### src/rtl/ps2_pkg.sv
// Shared types and constants for the PS/2 scan-code sequencer.
package ps2_pkg;

  localparam logic [7:0] PS2_EXT_PREFIX   = 8'hE0;
  localparam logic [7:0] PS2_BREAK_PREFIX = 8'hF0;

  typedef enum logic {
    S_FETCH   = 1'b0,
    S_PRESENT = 1'b1
  } ps2_state_e;

  typedef struct packed {
    logic [7:0] code;
    logic       extended;
    logic       brk;
  } ps2_event_t;

endpackage

### src/rtl/ps2_scan_ctrl.sv
// Pops PS/2 FIFO bytes, folds E0/F0 prefixes into one event, presents it over valid/ack.
// Optional macro PS2_SCAN_TIMEOUT_EN drops a dangling prefix after TIMEOUT_CYCLES idle cycles.
module ps2_scan_ctrl
  import ps2_pkg::*;
#(
  parameter int FIFO_SIZE      = 8,
  parameter int TIMEOUT_CYCLES = 1000000
) (
  input  logic                         clk,
  input  logic                         reset_n,
  input  logic                         rx_byte_valid,
  input  logic                         fifo_not_empty,
  input  logic                         fifo_full,
  input  logic [$clog2(FIFO_SIZE)-1:0] fifo_count,
  input  logic [7:0]                   fifo_top_data_out,
  output logic                         fifo_read,
  output logic                         event_valid,
  output logic [7:0]                   event_code,
  output logic                         event_extended,
  output logic                         event_break,
  input  logic                         event_ack,
  output logic                         overflow,
  input  logic                         overflow_clr,
  output logic                         irq,
  output ps2_state_e                   dbg_state
);

  // Handshake: event_valid stays high with stable event fields until the cycle
  // event_ack is sampled high; ack while no event is pending has no effect.

  ps2_state_e r_state;
  ps2_state_e w_next_state;
  ps2_event_t r_evt;
  logic       r_ext;
  logic       r_brk;
  logic       r_event_valid;
  logic       r_overflow;
  logic       w_pop;
  logic       w_is_ext;
  logic       w_is_brk;
  logic       w_ovf_set;
  logic       w_timeout;
  logic       w_unused;

  assign w_pop     = (r_state == S_FETCH) & fifo_not_empty & reset_n;
  assign w_is_ext  = (fifo_top_data_out == PS2_EXT_PREFIX);
  assign w_is_brk  = (fifo_top_data_out == PS2_BREAK_PREFIX);
  assign w_ovf_set = rx_byte_valid & fifo_full & ~w_pop;

`ifdef PS2_SCAN_TIMEOUT_EN
  localparam int CW = $clog2(TIMEOUT_CYCLES + 1);
  logic [CW-1:0] r_to_cnt;
  logic          w_waiting;

  assign w_waiting = (r_state == S_FETCH) & (r_ext | r_brk) & ~fifo_not_empty;
  // Firing on the last count keeps the prefix alive for exactly TIMEOUT_CYCLES idle cycles.
  assign w_timeout = w_waiting & (r_to_cnt == CW'(TIMEOUT_CYCLES - 1));
  assign w_unused  = ^fifo_count;

  always_ff @(posedge clk or negedge reset_n) begin
    if (!reset_n) begin
      r_to_cnt <= '0;
    end else if (!w_waiting || w_timeout) begin
      r_to_cnt <= '0;
    end else begin
      r_to_cnt <= r_to_cnt + CW'(1);
    end
  end
`else
  assign w_timeout = 1'b0;
  assign w_unused  = ^fifo_count ^ (TIMEOUT_CYCLES == 0);
`endif

  always_ff @(posedge clk or negedge reset_n) begin
    if (!reset_n) begin
      r_state <= S_FETCH;
    end else begin
      r_state <= w_next_state;
    end
  end

  always_comb begin
    w_next_state = r_state;
    fifo_read    = 1'b0;
    case (r_state)
      S_FETCH: begin
        fifo_read = w_pop;
        if (w_pop && !w_is_ext && !w_is_brk) begin
          w_next_state = S_PRESENT;
        end
      end
      S_PRESENT: begin
        if (event_ack) begin
          w_next_state = S_FETCH;
        end
      end
      default: w_next_state = S_FETCH;
    endcase
  end

  always_ff @(posedge clk or negedge reset_n) begin
    if (!reset_n) begin
      r_ext         <= 1'b0;
      r_brk         <= 1'b0;
      r_evt         <= '0;
      r_event_valid <= 1'b0;
      r_overflow    <= 1'b0;
    end else begin
      if (w_pop) begin
        if (w_is_ext) begin
          r_ext <= 1'b1;
        end else if (w_is_brk) begin
          r_brk <= 1'b1;
        end else begin
          r_evt.code     <= fifo_top_data_out;
          r_evt.extended <= r_ext;
          r_evt.brk      <= r_brk;
          r_ext          <= 1'b0;
          r_brk          <= 1'b0;
          r_event_valid  <= 1'b1;
        end
      end else if (w_timeout) begin
        r_ext <= 1'b0;
        r_brk <= 1'b0;
      end
      if (r_state == S_PRESENT && event_ack) begin
        r_event_valid <= 1'b0;
      end
      // A lost byte in the same cycle as a clear must stay visible.
      if (w_ovf_set) begin
        r_overflow <= 1'b1;
      end else if (overflow_clr) begin
        r_overflow <= 1'b0;
      end
    end
  end

  assign event_valid    = r_event_valid;
  assign event_code     = r_evt.code;
  assign event_extended = r_evt.extended;
  assign event_break    = r_evt.brk;
  assign overflow       = r_overflow;
  assign irq            = r_event_valid | r_overflow;
  assign dbg_state      = r_state;

endmodule

### config.mk
export PLATFORM = sky130hd
export DESIGN_NAME = ps2_scan_ctrl
export DESIGN_NICKNAME = d
export VERILOG_FILES = /design/src/rtl/ps2_pkg.sv /design/src/rtl/ps2_scan_ctrl.sv
export SDC_FILE = /design/constraint.sdc
export NUM_CORES = 1
export LEC_CHECK = 0
export CELL_PAD_IN_SITES_DETAIL_PLACEMENT = 1
export CELL_PAD_IN_SITES_GLOBAL_PLACEMENT = 2
export CORE_ASPECT_RATIO = 0.8
export CORE_MARGIN = 5
export CORE_UTILIZATION = 22
export CTS_BUF_LIST = sky130_fd_sc_hd__clkbuf_4 sky130_fd_sc_hd__clkbuf_8
export DETAILED_ROUTE_END_ITERATION = 10
export PLACE_DENSITY = 0.87
export SLEW_MARGIN = 25
export SYNTH_ARGS = -nofsm -noshare
export SYNTH_HDL_FRONTEND = slang
export SYNTH_SLANG_ARGS = --single-unit
export TNS_END_PERCENT = 50
### constraint.sdc
create_clock -name clk -period 1.5 [get_ports clk]
set_clock_uncertainty 0.15 [all_clocks]
set_input_delay 0.3 -clock clk [delete_from_list [all_inputs] [get_ports clk]]
set_output_delay 0.3 -clock clk [all_outputs]
set_load 0.02 [all_outputs]
==> impl_metrics.json <==
{
  "fin_ws_ps": -82.46,
  "arrival_ps": 1600,
  "grt_overflow": 0,
  "clock-sinks": 15,
  "violations": "negative setup slack",
  "timing.final.hold_violations": 0,
  "finalSetupViolCount": 7,
  "nNetsFinal": 107,
  "critPathKind": "primary input to register",
  "synth-seq-cells": 15,
  "fin_util": 0.3914,
  "area_growth_pct": 70.95,
  "die_h_um": 57.98,
  "postCtsHoldBufs": 0,
  "syn_area_um2": 633.1,
  "grt.total_usage": 0.1005,
  "cp.required_ps": 1520,
  "syn_inst": 45,
  "yosysUniqueCellTypes": 20,
  "fp.coreArea_um2": 2765,
  "place.port_buffers": 29,
  "gp_congestion": 0.6634,
  "crit_path_end_kind": "register",
  "synth_nets": 63,
  "hpwl_mm": 1.542,
  "status": "finished, violations left",
  "grt_pass1_wl_mm": 3.132,
  "ir_drop_v": 0.0003581,
  "vias_per_cell": 4.381,
  "timing.final.crit_share": 1.055,
  "maxCapViolations": 0,
  "power_per_cell_area_nw_per_um2": 1139,
  "hold_class": "primary input to async pin",
  "slew_headroom": 0.8567,
  "dr_total_vias": 552,
  "final_max_slew_viol_count": 0,
  "clock.fmax_mhz": 631.9,
  "critPathMaxFanout": 5,
  "grt_pass1_vias": 612,
  "io_pins": 33,
  "dpl.cell_count": 119,
  "ys_warn_count": 0,
  "path_cells": "clkdlybuf4s50_1, nor2b_4, a41o_4, mux2_2",
  "rsz0062_at_grt": "yes",
  "diodes": 0,
  "final_common_cell": "dlygate4sd2_1",
  "layout-drive-gt1-share": 0.4091,
  "fin_setup_tns_ps": -296.9,
  "final_cell_mix": "15 x dlygate4sd2_1, 14 x dfrtp_1, 10 x buf_4, 9 x clkdlybuf4s50_1",
  "finalCriticalPeriod_ps": 1582,
  "place_ws_ps": -567.5,
  "wl_per_cell_um": 15.76,
  "p_leak_nw": 0.5459,
  "drt.antenna.violating_nets": 0,
  "tritoncts": "done",
  "start_util": 0.2290,
  "drt_wl_total_mm": 1.986,
  "cts_made_buffers": 3,
  "first_pass_iters": 4,
  "cts_root_buffer": "clkbuf_4",
  "final_cells": 126,
  "syn_area_per_cell_um2": 14.07,
  "cp_top_family": "buffers and inverters",
  "route.detailed.drc": 0,
  "rows": 17,
  "cp_slowest_cell": "clkdlybuf4s50_1",
  "insertion_delay_ps": 280,
  "die_w_um": 69.98,
  "antenna_found_initial": 0,
  "clockBufferDepth": 2,
  "clk_transition_reported_paths_ps": 100,
  "slowest_delay_ps": 480,
  "htreeDepth": 1,
  "crit_path_start_kind": "primary input",
  "ys_seq_area_frac": 0.5929,
  "cp.buffers_inverters": 1,
  "dieArea_um2": 4057,
  "grt_max_degree": 16,
  "tightest_slew_ps": 215.9,
  "drtIter0Drc": 10
}
-- final timing paths --
check	from	endpoint	slack, ps	depth (start not counted)
max in group asynchronous	reset_n	dbg_state	1000	2
worst max register to register	dbg_state	event_break	-70	4
worst min register to register	event_code[7]	event_code[7]	350	1
min in group clk	fifo_top_data_out[1]	event_code[1]	250	2
worst min-delay path	reset_n	event_code[0]	20	2
worst max-delay path	fifo_top_data_out[5]	event_extended	-80	4
-- per-stage QoR --
stage / cell area [um2] / power [mW] / hold slack [ps]
floorplan: 644.4 / 0.7549 / -145.6
global placement: 1031 / 1.006 / 326.0
detailed placement: 1031 / 1.030 / 332.4
CTS: 1037 / 1.223 / 31.69
global route: 1082 / 1.300 / 37.81
finish: 1082 / 1.233 / 15.84
-- cells by family after synthesis --
logic type	share of synthesized area
compound gates	0.1838
buf+inv	0.04149
flops	0.5929
mux	0.08300
simple gates	0.09881
-- where the power goes --
group          internal, mW  switching, mW
sequential            0.487         0.0466
clock                 0.121          0.139
combinational         0.219          0.220
-- per-layer routing --
layer / vias to the layer above / track usage / share of wire
met5: - / 0 / 0
met4: 0 / 0.03279 / 0
met3: 0 / 0.03466 / 0.051
met2: 18 / 0.1709 / 0.51
met1: 279 / 0.1201 / 0.44
li1: 255 / - / -
-- cells in the mapped netlist --
cell type / count / area share
o22a_2: 2 / 0.032
o21ai_0: 2 / 0.016
nand3b_4: 1 / 0.032
and2_2: 1 / 0.012
nand3_1: 1 / 0.0079
nor3_4: 1 / 0.026
mux2_4: 2 / 0.047
a21o_1: 1 / 0.012
a41o_2: 1 / 0.018
mux2_2: 2 / 0.036
a22oi_1: 1 / 0.012
dfrtp_1: 15 / 0.59
a31oi_1: 2 / 0.020
buf_6: 1 / 0.018
a22o_2: 4 / 0.063
nand2_1: 1 / 0.0059
nor2b_1: 1 / 0.0099
o21a_1: 1 / 0.012
inv_1: 4 / 0.024
nor2_1: 1 / 0.0059
-- registers in the layout (all words and copies together) (netlist names) --
| name | count |
|---|---|
| r_brk | 1 |
| event_valid | 1 |
| overflow | 1 |
| event_code | 8 |
| event_extended | 1 |
| r_ext | 1 |
| event_break | 1 |
| dbg_state | 1 |
-- repair_timing --
item,CTS,global route
setup endpoints to repair,27,14
gates cloned,0,1
resized for setup,32,6
pin swaps,2,2
buffers inserted,0,2
-- cell type report --
cell class | instances | area, um2
fill | 317 | 1683
sequential | 15 | 376.6
timing repair buffer | 39 | 340.3
multi-input combinational | 26 | 272.8
tap | 38 | 47.55
clock buffer | 4 | 30.03
inverter | 4 | 15.01
(Power assumes the default switching activity.)
